--- config.mk ---
export PLATFORM = sky130hd
export DESIGN_NAME = alu_exec_unit
export DESIGN_NICKNAME = d
export VERILOG_FILES = /design/src/rtl/alu_exec_unit.sv
export SDC_FILE = /design/constraint.sdc
export NUM_CORES = 1
export LEC_CHECK = 0
export ABC_CLOCK_PERIOD_IN_PS = 14400
export BUFFER_PORTS_ARGS = -buffer_cell sky130_fd_sc_hd__buf_2
export CAP_MARGIN = 10
export CORE_MARGIN = 8
export CORE_UTILIZATION = 30
export CTS_CLUSTER_SIZE = 16
export DETAILED_ROUTE_END_ITERATION = 10
export PLACE_DENSITY_LB_ADDON = 0.1
export SETUP_SLACK_MARGIN = 0.4
export SYNTH_ARGS = -nofsm -noshare
export SYNTH_HDL_FRONTEND = slang
export SYNTH_SLANG_ARGS = --single-unit
--- constraint.sdc ---
create_clock -name clk -period 14.4 [get_ports clk]
set_input_delay 2.88 -clock clk [delete_from_list [all_inputs] [get_ports clk]]
set_output_delay 2.88 -clock clk [all_outputs]
set_load 0.02 [all_outputs]
--- src/rtl/alu_exec_unit.sv ---
// Execute-stage ALU: RV32I ops in one cycle, RV32M multiply (shift-add) and
// divide (restoring) iteratively, result registered behind a valid/ready handshake.
module alu_exec_unit #(
    parameter int XLEN  = 32,
    parameter int CNT_W = $clog2(XLEN) + 1
) (
    input  logic            clk,
    input  logic            rst_n,
    input  logic            in_valid,
    output logic            in_ready,
    input  logic [1:0]      ALUOp,
    input  logic [2:0]      funct3,
    input  logic            op5,
    input  logic            funct7_5,
    input  logic            funct7_0,
    input  logic [XLEN-1:0] src_a,
    input  logic [XLEN-1:0] src_b,
    output logic            out_valid,
    input  logic            out_ready,
    output logic [XLEN-1:0] result,
    output logic            zero,
    output logic            busy
);
    localparam int SH_W = $clog2(XLEN);

    typedef enum logic [1:0] {S_IDLE, S_MUL, S_DIV, S_DONE} state_e;
    typedef enum logic [4:0] {
        OP_ADD, OP_SUB, OP_SLL, OP_SLT, OP_SLTU, OP_XOR, OP_SRL, OP_SRA, OP_OR, OP_AND,
        OP_MUL, OP_MULH, OP_MULHSU, OP_MULHU, OP_DIV, OP_DIVU, OP_REM, OP_REMU
    } op_e;

    state_e            state_q, state_d;
    logic [XLEN-1:0]   result_q, result_d;
    logic              zero_q, zero_d;
    logic [XLEN-1:0]   p_hi_q, p_hi_d, p_lo_q, p_lo_d, mcand_q, mcand_d;
    logic              neg_q, neg_d, hi_sel_q, hi_sel_d;
    logic [CNT_W-1:0]  cnt_q, cnt_d;

    op_e               op;
    logic [SH_W-1:0]   shamt;
    logic [XLEN-1:0]   alu_res, mag_a, mag_b, spec_res;
    logic              is_mul, is_div, sgn_a, sgn_b, want_hi, a_neg, b_neg, div0, ovf, accept;

    always_comb begin
        op = OP_ADD;
        if (ALUOp == 2'b01) begin
            op = OP_SUB;
        end else if (ALUOp == 2'b10) begin
            if (op5 && funct7_0) begin
                case (funct3)
                    3'b000:  op = OP_MUL;
                    3'b001:  op = OP_MULH;
                    3'b010:  op = OP_MULHSU;
                    3'b011:  op = OP_MULHU;
                    3'b100:  op = OP_DIV;
                    3'b101:  op = OP_DIVU;
                    3'b110:  op = OP_REM;
                    default: op = OP_REMU;
                endcase
            end else begin
                case (funct3)
                    3'b000:  op = (op5 && funct7_5) ? OP_SUB : OP_ADD;
                    3'b001:  op = OP_SLL;
                    3'b010:  op = OP_SLT;
                    3'b011:  op = OP_SLTU;
                    3'b100:  op = OP_XOR;
                    3'b101:  op = funct7_5 ? OP_SRA : OP_SRL;
                    3'b110:  op = OP_OR;
                    default: op = OP_AND;
                endcase
            end
        end
    end

    assign shamt = src_b[SH_W-1:0];

    always_comb begin
        case (op)
            OP_SUB:  alu_res = src_a - src_b;
            OP_SLL:  alu_res = src_a << shamt;
            OP_SLT:  alu_res = {{(XLEN-1){1'b0}}, ($signed(src_a) < $signed(src_b))};
            OP_SLTU: alu_res = {{(XLEN-1){1'b0}}, (src_a < src_b)};
            OP_XOR:  alu_res = src_a ^ src_b;
            OP_SRL:  alu_res = src_a >> shamt;
            OP_SRA:  alu_res = $signed(src_a) >>> shamt;
            OP_OR:   alu_res = src_a | src_b;
            OP_AND:  alu_res = src_a & src_b;
            default: alu_res = src_a + src_b;
        endcase
    end

    assign is_mul  = op inside {OP_MUL, OP_MULH, OP_MULHSU, OP_MULHU};
    assign is_div  = op inside {OP_DIV, OP_DIVU, OP_REM, OP_REMU};
    assign sgn_a   = op inside {OP_MUL, OP_MULH, OP_MULHSU, OP_DIV, OP_REM};
    assign sgn_b   = op inside {OP_MUL, OP_MULH, OP_DIV, OP_REM};
    assign want_hi = op inside {OP_MULH, OP_MULHSU, OP_MULHU, OP_REM, OP_REMU};
    assign a_neg   = sgn_a & src_a[XLEN-1];
    assign b_neg   = sgn_b & src_b[XLEN-1];
    assign mag_a   = a_neg ? -src_a : src_a;
    assign mag_b   = b_neg ? -src_b : src_b;
    assign div0    = (src_b == '0);
    assign ovf     = sgn_b && (src_a == {1'b1, {(XLEN-1){1'b0}}}) && (src_b == '1);
    assign spec_res = div0 ? (want_hi ? src_a : '1) : (want_hi ? '0 : src_a);

    // One iteration step; p_hi/p_lo hold {partial product, multiplier} or {remainder, quotient}.
    logic [XLEN:0]     mul_sum, div_sh, div_diff;
    logic [2*XLEN-1:0] mul_shift, mul_fix;
    logic [XLEN-1:0]   it_hi, it_lo, div_pick, div_fix, fin_res;

    assign mul_sum   = p_lo_q[0] ? ({1'b0, p_hi_q} + {1'b0, mcand_q}) : {1'b0, p_hi_q};
    assign mul_shift = {mul_sum, p_lo_q[XLEN-1:1]};
    assign div_sh    = {p_hi_q, p_lo_q[XLEN-1]};
    assign div_diff  = div_sh - {1'b0, mcand_q};

    always_comb begin
        if (state_q == S_MUL) begin
            it_hi = mul_shift[2*XLEN-1:XLEN];
            it_lo = mul_shift[XLEN-1:0];
        end else if (!div_diff[XLEN]) begin
            it_hi = div_diff[XLEN-1:0];
            it_lo = {p_lo_q[XLEN-2:0], 1'b1};
        end else begin
            it_hi = div_sh[XLEN-1:0];
            it_lo = {p_lo_q[XLEN-2:0], 1'b0};
        end
    end

    assign mul_fix  = neg_q ? -{it_hi, it_lo} : {it_hi, it_lo};
    assign div_pick = hi_sel_q ? it_hi : it_lo;
    assign div_fix  = neg_q ? -div_pick : div_pick;
    assign fin_res  = (state_q == S_MUL)
                    ? (hi_sel_q ? mul_fix[2*XLEN-1:XLEN] : mul_fix[XLEN-1:0]) : div_fix;

    assign in_ready  = (state_q == S_IDLE) || (state_q == S_DONE && out_ready);
    assign accept    = in_valid && in_ready;
    assign out_valid = (state_q == S_DONE);
    assign busy      = (state_q == S_MUL) || (state_q == S_DIV);
    assign result    = result_q;
    assign zero      = zero_q;

    always_comb begin
        state_d  = state_q;
        result_d = result_q;
        zero_d   = zero_q;
        p_hi_d   = p_hi_q;
        p_lo_d   = p_lo_q;
        mcand_d  = mcand_q;
        neg_d    = neg_q;
        hi_sel_d = hi_sel_q;
        cnt_d    = cnt_q;
        if (busy) begin
            p_hi_d = it_hi;
            p_lo_d = it_lo;
            cnt_d  = cnt_q + CNT_W'(1);
            if (cnt_q == CNT_W'(XLEN - 1)) begin
                state_d  = S_DONE;
                result_d = fin_res;
                zero_d   = (fin_res == '0);
            end
        end else if (accept) begin
            hi_sel_d = want_hi;
            cnt_d    = '0;
            p_hi_d   = '0;
            if (is_mul) begin
                state_d = S_MUL;
                mcand_d = mag_a;
                p_lo_d  = mag_b;
                neg_d   = a_neg ^ b_neg;
            end else if (is_div && !div0 && !ovf) begin
                state_d = S_DIV;
                mcand_d = mag_b;
                p_lo_d  = mag_a;
                neg_d   = want_hi ? a_neg : (a_neg ^ b_neg);
            end else begin
                state_d  = S_DONE;
                result_d = is_div ? spec_res : alu_res;
                zero_d   = ((is_div ? spec_res : alu_res) == '0);
            end
        end else if (state_q == S_DONE && out_ready) begin
            state_d = S_IDLE;
        end
    end

    always_ff @(posedge clk) begin
        if (!rst_n) begin
            state_q  <= S_IDLE;
            result_q <= '0;
            zero_q   <= 1'b0;
            p_hi_q   <= '0;
            p_lo_q   <= '0;
            mcand_q  <= '0;
            neg_q    <= 1'b0;
            hi_sel_q <= 1'b0;
            cnt_q    <= '0;
        end else begin
            state_q  <= state_d;
            result_q <= result_d;
            zero_q   <= zero_d;
            p_hi_q   <= p_hi_d;
            p_lo_q   <= p_lo_d;
            mcand_q  <= mcand_d;
            neg_q    <= neg_d;
            hi_sel_q <= hi_sel_d;
            cnt_q    <= cnt_d;
        end
    end
endmodule

==> results.yml <==
outcome:
  status: "complete, no violations"
timing:
  finalSetupTns_ns: 0
  max_freq_ghz: 0.113
  rsz0062_at_grt: "false"
  fin_skew_ns: 0.0249
  max_slew_margin_pct: 13.9
  worstMarginPinSlew_ns: 1.27
  finalCritPeriodShare_pct: 61.3
  timing.final.crit_period_ns: 8.83
  setup_viol: 0
  slew_viol_final: 0
  hold_viol: 0
route:
  routed-via-count: 31201
  first_pass_iters: 8
  met1_length_um: 61100
  remaining_drc_errors: 0
  drt_iter0_drc: 3752
  dr_wl_met3_um: 9510
  route.met2.wl_um: 64300
  wirelength_um: 142000
  wl_per_cell_um: 28.6
  detail-route-antenna-nets: 0
  vias_per_cell: 6.27
  maxUsedRoutingLayer: "met4"
cells_and_area:
  multi_input_area_sq_um: 22200
  final_nets: 4047
  layout-drive-gt1-share_pct: 10.9
  n_antenna_cell: 0
  fillers: 9927
  final_util_pct: 32.7
  regArea_sq_um: 2790
  synthToLayoutAreaGrowth_pct: 7.97
clock_tree:
  worst_skew_pair.late_latency_ns: 0.49
  cts.path.max_buffers: 2
  numClockSinks: 139
  postCtsSetupRepairBufs: 0
  cts_hold_buf: 0
  path_clk_slew_ns: 0.07
  cts_tree: "done"
  ctsResizeCount: 0
  cts_buffers: 17
  cts-root-buf: "clkbuf_16"
  htree_num_levels: 4
grt:
  grt_start_max_net_pins: 80
  antenna_found_initial: 3
  grt_overflow_total: 0
  grt_use_total_pct: 27.7
  grt_pass1_vias: 29701
  grt_pass1_wl_um: 208000
logic_synthesis:
  syn_nets: 4143
  seq_area_frac_synth_pct: 10.4
  yosys_warnings: 0
  yosys.area.top_type_share_pct: 10.4
  synth_top_area_cell: "dfxtp_1"
  yosys_most_used_dff: "dfxtp_1"
  syn_inst: 3893
  ys_top_cells_by_count: "459 x nor2_1, 374 x nand2_1, 334 x a21oi_1, 251 x o21ai_0, 236 x clkbuf_1"
  ys_top_cells_by_area: "dfxtp_1 10%, ha_1 8.0%, nor2_1 6.4%, a21oi_1 6.3%, nand2_1 5.3%"
  async_flop_share_pct: 0
  synth_cell_type_count: 116
  synth-edff-count: 0
  syn_area_sq_um: 26700
  avgSynthCellArea_sq_um: 6.87
  synth.most_common_cell: "nor2_1"
  synth.ff_latch_count: 139
critical_path:
  worstRegToRegCells: 23
  crit_required_ns: 14.82
  crit_arrival_ns: 9.25
  cp_slowest_cell: "a2111oi_0"
  critical-path-max-stage-delay_ns: 0.84
  cp-start-kind: "input pin"
  path_class: "input pin to flop"
  cp_max_fo: 74
  critical_path.cell_chain: "buf_2 > buf_4 > inv_2 > ha_1 > a21oi_1 > o21bai_1 > a2111oi_0 > o21ai_0 > a31o_2 > a211oi_1 > o21ai_0 > a21oi_1 > o221ai_1 > o2111ai_1 > or3b_2 > nor4_1 > nor4bb_1 > nand4b_1 > nand3_1"
  crit_path_end_kind: "flop"
die:
  coreArea_sq_um: 88400
  io_pins: 112
  rows: 109
  dieArea_sq_um: 98900
  start_util_pct: 30.2
  die_x_um: 314
  die_h_um: 314
pwr:
  peakVddDrop_v: 0.000216
  power_density_nw_per_um2: 170
  p_leak_nw: 11.2
flow_run:
  max_cap_viol_count: 0
worst_hold_path:
  whs_path_depth: 1
  hp-class: "flop to flop"
placement:
  place_congestion: 0.996
  port_buffers: 111
  dp_hpwl_um: 111000
-- sequential cells by signal, summed over array words and instances (netlist names) --
register / flops
neg_q: 1
result: 32
mcand_q: 32
cnt_q: 6
p_lo_q: 32
hi_sel_q: 1
p_hi_q: 32
state_q: 2
zero: 1
-- per-layer routing --
layer	vias up	global-route usage (%)
li1	14447	-
met3	259	3.66
met1	15107	36.4
met2	1388	44.5
met5	-	0
met4	0	13.2
-- power by group --
group,switching [mW],total [mW],leakage [nW],internal [mW]
Combinational,2.70,3.90,9.78,1.21
Clock,0.214,0.494,0.294,0.280
Sequential,0.0694,0.516,1.13,0.447
Total,2.98,4.92,11.2,1.93
-- worst paths after layout --
path                                  start        to  slack (ns)
worst min-delay path               cnt_q[5]  cnt_q[5]        0.44
worst min register to register     cnt_q[5]  cnt_q[5]        0.44
worst max register to register  mcand_q[24]      zero        6.32
worst max-delay path               src_b[3]      zero        5.57
-- worst max-delay path: cells and delay by family --
kind | cells | cell delay, ns
AOI/OAI and AO/OA | 10 | 3.22
adders and majority gates | 1 | 0.50
buffers and inverters | 3 | 1.19
and+or+nand+nor | 5 | 1.42
-- area by class of cell --
| type | instances | area share, % |
|---|---|---|
| well taps | 1165 | 5.05 |
| inverters | 172 | 2.25 |
| flip-flops and latches | 139 | 9.66 |
| repair buffers | 191 | 4.07 |
| multi-input cells | 3276 | 76.8 |
| clock inverters | 14 | 0.633 |
| clock buffers | 18 | 1.52 |
-- through the flow --
| stage | area [sq um] | cells | total power, mW | hold WS, ns | worst slack [ns] |
|---|---|---|---|---|---|
| final | 28900 | 4975 | 4.92 | 0.444 | 5.57 |
| after global routing | 28900 | 4975 | 5.19 | 0.471 | 5.12 |
| after CTS | 28900 | 4975 | 4.86 | 0.445 | 5.69 |
| after detailed placement | 28200 | 4943 | 4.34 | 0.433 | 5.19 |
| after global placement | 28200 | 4943 | 4.36 | 0.442 | 5.22 |
| after floorplan | 26700 | 3893 | 2.99 | 0.414 | 5.90 |
-- kinds of logic (layout without fill, tap and decap cells) --
kind of cell    after synthesis  count (layout)  share of synthesized area [%]
simple gates               1420            1420                           25.2
compound gates             1344            1344                           34.2
buf+inv                     478             395                           6.97
mux                         199             199                           10.3
fa+ha+maj                   174             174                           8.26
xor+xnor                    139             139                           4.55
flops                       139             139                           10.4
-- layout by cell type, fill, tap and decap left out, drive strengths merged, types with 84 or more instances in the layout --
| master | instances |
|---|---|
| xnor2 | 110 |
| nand3 | 108 |
| dfxtp | 139 |
| nand2 | 375 |
| buf | 191 |
| mux2i | 99 |
| nor2 | 460 |
| o211ai | 84 |
| a21oi | 337 |
| ha | 170 |
| inv | 172 |
| o21ai | 264 |
| nor3 | 131 |
(Power assumes the default switching activity.)
